**src/rtl/wb_arbiter.sv**
```systemverilog
// Writeback arbiter: merges an ALU result and a buffered mem/mul result into the regfile write port.
// Optional WB_BYPASS_EN adds a write-to-read forwarding path for two read ports.
module wb_arbiter #(
  parameter int DATA_W       = 32,
  parameter int ADDR_W       = 5,
  parameter int FIFO_DEPTH   = 4,
  parameter int STARVE_LIMIT = 3
) (
  input  logic              clk,
  input  logic              rst,
  input  logic              alu_valid,
  input  logic [ADDR_W-1:0] alu_dest,
  input  logic [DATA_W-1:0] alu_val,
  output logic              alu_stall,
  input  logic              mem_valid,
  output logic              mem_ready,
  input  logic [ADDR_W-1:0] mem_dest,
  input  logic [DATA_W-1:0] mem_val,
  output logic              writeEn,
  output logic [ADDR_W-1:0] dest,
  output logic [DATA_W-1:0] writeVal,
  output logic [31:0]       busy_mask
`ifdef WB_BYPASS_EN
  ,
  input  logic [ADDR_W-1:0] byp_src1,
  input  logic [ADDR_W-1:0] byp_src2,
  input  logic [DATA_W-1:0] rf_reg1,
  input  logic [DATA_W-1:0] rf_reg2,
  output logic [DATA_W-1:0] byp_reg1,
  output logic [DATA_W-1:0] byp_reg2
`endif
);

  localparam int AW = $clog2(FIFO_DEPTH);
  localparam int PW = AW + 1;
  localparam logic [3:0] LIMIT = 4'(STARVE_LIMIT);

  logic [ADDR_W-1:0] fdest_q [FIFO_DEPTH];
  logic [ADDR_W-1:0] fdest_d [FIFO_DEPTH];
  logic [DATA_W-1:0] fval_q  [FIFO_DEPTH];
  logic [DATA_W-1:0] fval_d  [FIFO_DEPTH];

  logic [PW-1:0]     wr_q, wr_d;
  logic [PW-1:0]     rd_q, rd_d;
  logic [3:0]        cnt_q, cnt_d;
  logic              we_q, we_d;
  logic [ADDR_W-1:0] dest_q, dest_d;
  logic [DATA_W-1:0] val_q, val_d;

  logic [AW-1:0]     wr_idx, rd_idx;
  logic [PW-1:0]     count;
  logic              empty, full;
  logic              push, pop;

  assign wr_idx = wr_q[AW-1:0];
  assign rd_idx = rd_q[AW-1:0];
  assign count  = wr_q - rd_q;
  assign empty  = (wr_q == rd_q);
  // Same index with differing wrap bits means the writer lapped the reader.
  assign full   = (wr_q[AW] != rd_q[AW]) && (wr_idx == rd_idx);

  assign mem_ready = !full && !rst;
  assign push      = mem_valid && mem_ready;
  assign pop       = !alu_valid && !empty;

  assign alu_stall = !rst && (cnt_q == LIMIT);

  assign writeEn  = we_q;
  assign dest     = dest_q;
  assign writeVal = val_q;

  always_comb begin
    fdest_d = fdest_q;
    fval_d  = fval_q;
    wr_d    = wr_q;
    rd_d    = rd_q;
    if (push) begin
      fdest_d[wr_idx] = mem_dest;
      fval_d[wr_idx]  = mem_val;
      wr_d            = wr_q + PW'(1);
    end
    if (pop) begin
      rd_d = rd_q + PW'(1);
    end
  end

  always_comb begin
    we_d   = 1'b0;
    dest_d = dest_q;
    val_d  = val_q;
    unique case (1'b1)
      alu_valid: begin
        we_d   = (alu_dest != '0);
        dest_d = alu_dest;
        val_d  = alu_val;
      end
      pop: begin
        we_d   = (fdest_q[rd_idx] != '0);
        dest_d = fdest_q[rd_idx];
        val_d  = fval_q[rd_idx];
      end
      default: begin
        we_d = 1'b0;
      end
    endcase
  end

  // Saturating: an ALU that ignores the stall leaves the count parked at LIMIT.
  always_comb begin
    cnt_d = cnt_q;
    if (empty || pop) begin
      cnt_d = 4'd0;
    end else if (cnt_q < LIMIT) begin
      cnt_d = cnt_q + 4'd1;
    end
  end

  always_ff @(posedge clk) begin
    if (rst) begin
      wr_q   <= '0;
      rd_q   <= '0;
      cnt_q  <= '0;
      we_q   <= 1'b0;
      dest_q <= '0;
      val_q  <= '0;
    end else begin
      wr_q   <= wr_d;
      rd_q   <= rd_d;
      cnt_q  <= cnt_d;
      we_q   <= we_d;
      dest_q <= dest_d;
      val_q  <= val_d;
    end
  end

  always_ff @(posedge clk) begin
    fdest_q <= fdest_d;
    fval_q  <= fval_d;
  end

  function automatic logic [31:0] onehot(
    input logic [ADDR_W-1:0] a
  );
    logic [31:0] m;
    m = '0;
    for (int r = 1; r < 32; r++) begin
      if (a == ADDR_W'(r)) m[r] = 1'b1;
    end
    return m;
  endfunction

  logic [AW-1:0] off;

  always_comb begin
    busy_mask = '0;
    off       = '0;
    for (int i = 0; i < FIFO_DEPTH; i++) begin
      off = AW'(i) - rd_idx;
      if ({1'b0, off} < count) begin
        busy_mask = busy_mask | onehot(fdest_q[i]);
      end
    end
    if (we_q) begin
      busy_mask = busy_mask | onehot(dest_q);
    end
    busy_mask[0] = 1'b0;
    if (rst) begin
      busy_mask = '0;
    end
  end

`ifdef WB_BYPASS_EN
  assign byp_reg1 =
    (we_q && dest_q == byp_src1 && byp_src1 != '0)
    ? val_q : rf_reg1;
  assign byp_reg2 =
    (we_q && dest_q == byp_src2 && byp_src2 != '0)
    ? val_q : rf_reg2;
`endif

endmodule

```
**config.mk**
```make
export PLATFORM = sky130hd
export DESIGN_NAME = wb_arbiter
export DESIGN_NICKNAME = d
export VERILOG_FILES = /design/src/rtl/wb_arbiter.sv
export SDC_FILE = /design/constraint.sdc
export NUM_CORES = 1
export LEC_CHECK = 0
export ABC_CLOCK_PERIOD_IN_PS = 3500
export CORE_MARGIN = 4
export CORE_UTILIZATION = 49
export DETAILED_ROUTE_END_ITERATION = 6
export PLACE_DENSITY_LB_ADDON = 0.08
export SLEW_MARGIN = 0
export SYNTH_ARGS = -nofsm -noshare
export SYNTH_HDL_FRONTEND = slang
export SYNTH_SLANG_ARGS = --single-unit
```
**constraint.sdc**
```tcl
create_clock -name clk -period 3.5 [get_ports clk]
set_clock_uncertainty 0.15 [all_clocks]
set_input_delay 0.7 -clock clk [delete_from_list [all_inputs] [get_ports clk]]
set_output_delay 0.7 -clock clk [all_outputs]
set_load 0.05 [all_outputs]
```
==> results.json <==
{
  "numClockSinks": 196,
  "grt_pass1_wl_um": 44390,
  "register_area_sq_mm": 0.005409,
  "p_leak_nw": 4.375,
  "path_cells": "inv_2, ha_4, inv_2, fa_1, inv_2, buf_4, ha_1, o21bai_4, a211oi_2, buf_6, buf_4, a21oi_2, a41oi_4, buf_12",
  "synth.distinct_cells": 50,
  "maxCapViolations": 0,
  "first_global_vias": 7531,
  "synth_nets": 814,
  "layout_setup_ws_ns": -0.4810,
  "pre_cts_ws_ns": -0.1577,
  "slowest_stage": "fa_1",
  "hpwl_um": 19060,
  "violations": "negative setup slack",
  "dr.pass1.iters": 7,
  "dieArea_sq_mm": 0.02117,
  "final_cell_mix": "148 x edfxtp_1, 114 x clkdlybuf4s50_1, 90 x nor2_1",
  "drc_errors": 0,
  "syn-mean-instance-area_sq_um": 12.83,
  "yosysSeqAreaShare_pct": 58.33,
  "slew_violations": 0,
  "numCtsBuffers": 17,
  "cp_max_fo": 7,
  "netlist_area_sq_mm": 0.009266,
  "async_flop_share_pct": 0,
  "tightest_slew_ns": 1.170,
  "clkTransAtPathRegs_ns": 0.08,
  "ys_warn_count": 0,
  "synth_seq_cells": 196,
  "grt_antenna_before_repair": 0,
  "ant_nets": 0,
  "wl_per_cell_um": 25.63,
  "io_buffers": 148,
  "yosysTopAreaCellShare_pct": 47.96,
  "final_common_cell": "edfxtp_1",
  "die_h_um": 145.5,
  "drt_iter0_markers": 636,
  "slowest_delay_ns": 0.53,
  "hold_path.class": "flip-flop to flip-flop",
  "critPathKind": "flip-flop to output pin",
  "die_w_um": 145.5,
  "ioPinCount": 150,
  "fin_crit_ns": 3.981,
  "fillerInstances": 1224,
  "drive_above_1_share_pct": 30.62,
  "endpoint_kind": "output pin",
  "grt_max_degree": 64,
  "final_cell_area_sq_mm": 0.01355,
  "place_area_sq_mm": 0.01209,
  "outcome": "complete, but fails checks",
  "rrSetupSlack_ns": 0.74,
  "rows": 50,
  "slew-limit-headroom_pct": 21.82,
  "clock_latency_ns": 0.43,
  "cp.arrival_ns": 3.13,
  "routed_wl_um": 29270,
  "start_util_pct": 49.70,
  "placeableCoreArea_sq_mm": 0.01864,
  "final-hold-violation-count": 0,
  "multi_input_area_sq_mm": 0.004681,
  "synth_top_cell_by_area": "edfxtp_1",
  "start_kind": "flip-flop",
  "cts_tree": "done",
  "via_per_inst": 6.275,
  "crit_required_ns": 2.65,
  "gp_congestion": 0.9302,
  "syn_inst": 722,
  "crit_path_frequent_cell": "inv_2",
  "rsz0062_at_grt": "true",
  "synth-edff-count": 148,
  "fmax_mhz": 251.2,
  "cts.htree.levels": 4,
  "nets": 987,
  "synthTopCellsByArea": "edfxtp_1 48%, dfxtp_1 10%, mux4_2 9.0%",
  "cts_max_path_buffers": 2,
  "ys.flop_type": "edfxtp_1",
  "setup_viol": 31,
  "grt-ovfl-total": 0,
  "diodes": 0,
  "min_period_over_period_pct": 113.7,
  "irDropWorstVdd_v": 0.0004728,
  "power.density_mw_per_mm2": 576.0,
  "root_buffer": "clkbuf_16",
  "vias": 7166,
  "grt_util_all_layers_pct": 27.19,
  "area_growth_pct": 46.26
}
logic make-up (layout without fill, tap and decap cells):
| kind of cell | Yosys count | after routing | share of synthesized area, % |
|---|---|---|---|
| AO/OA/AOI/OAI | 126 | 126 | 9.911 |
| other | 1 | 1 | 0.04047 |
| AND/OR/NAND/NOR | 242 | 242 | 13.06 |
| buffers and inverters | 63 | 249 | 2.957 |
| multiplexers | 74 | 74 | 12.99 |
| flip-flops | 196 | 196 | 58.33 |
| adder cells (fa/ha/maj) | 14 | 14 | 1.971 |
| XOR/XNOR | 6 | 6 | 0.7427 |
where the power goes:
group / switching (W) / leakage, nW / internal (W)
Sequential: 0.0000716 / 1.74 / 0.00261
Clock: 0.000998 / 0.304 / 0.000990
Combinational: 0.00168 / 2.33 / 0.00145
what timing repair did:
item / in CTS / in global routing
setup buffers: 7 / 6
resized for setup: 55 / 43
hold buffers: 0 / 0
gates cloned: 5 / 2
pin swaps: 13 / 14
endpoints found under the setup margin: 31 / 31
stage by stage:
stage | hold slack (ns) | utilization (%) | cells | TNS [ns] | total power [W]
2_1_floorplan | 0.3146 | - | 722 | 0 | 0.004143
3_3_place_gp | 0.3325 | 64.84 | 1091 | -0.2326 | 0.004853
3_5_place_dp | 0.3548 | 64.84 | 1091 | -2.714 | 0.004882
4_1_cts | 0.3655 | 70.92 | 1135 | -10.88 | 0.007596
5_1_grt | 0.3887 | 72.70 | 1142 | -16.39 | 0.008059
6_report | 0.3626 | 72.70 | 1142 | -13.24 | 0.007807
final timing paths:
path,startpoint,to,cells past startpoint
max,wr_q[0]$_SDFFE_PP0P_,busy_mask[19],14
min,cnt_q[2]$_SDFFE_PP0N_,cnt_q[2]$_SDFFE_PP0N_,1
max reg2reg,rd_q[0]$_SDFFE_PP0P_,writeEn$_SDFF_PP0_,6
min reg2reg,cnt_q[2]$_SDFFE_PP0N_,cnt_q[2]$_SDFFE_PP0N_,1
registers in the layout (all words and copies together), names as in the netlist:
register,count
fval_q,128
writeVal,32
fdest_q,20
dest,5
cnt_q,4
rd_q,3
wr_q,3
writeEn,1
critical path, delay by kind of cell (launching register included):
family | cells | cell delay, ns
flip-flops | 1 | 0.33
adder cells (fa/ha/maj) | 3 | 0.83
AO/OA/AOI/OAI | 4 | 0.68
buffers and inverters | 7 | 0.85
layout make-up:
cell class / count / share of cell area [%]
flip-flops and latches: 196 / 39.91
multi-input cells: 463 / 34.54
repair buffers: 207 / 18.51
clock buffers: 17 / 3.139
well taps: 234 / 2.160
clock inverters: 15 / 1.468
inverters: 10 / 0.2770
Yosys cell counts, types with 5 or more instances:
cell type,number
edfxtp_1,148
nor2_1,91
nand3_1,68
dfxtp_1,48
mux2i_1,37
mux4_2,37
a211oi_1,35
clkbuf_1,29
a31oi_1,23
a41oi_1,23
a21oi_1,18
nand2_1,17
buf_2,15
ha_1,13
and2_1,10
inv_1,10
nor2b_1,9
nor3b_1,9
a32oi_1,8
nand2b_1,7
nor3_1,6
and3b_1,5
buf_1,5
per-layer routing:
metal,vias up,GRT usage (%),wire [um]
met3,68,6.820,2026
li1,3179,-,-
met1,3586,35.11,11820
met5,-,0,0
met4,0,10.02,935
met2,333,44.85,14480
No activity file was read; power rests on OpenSTA's default activity.
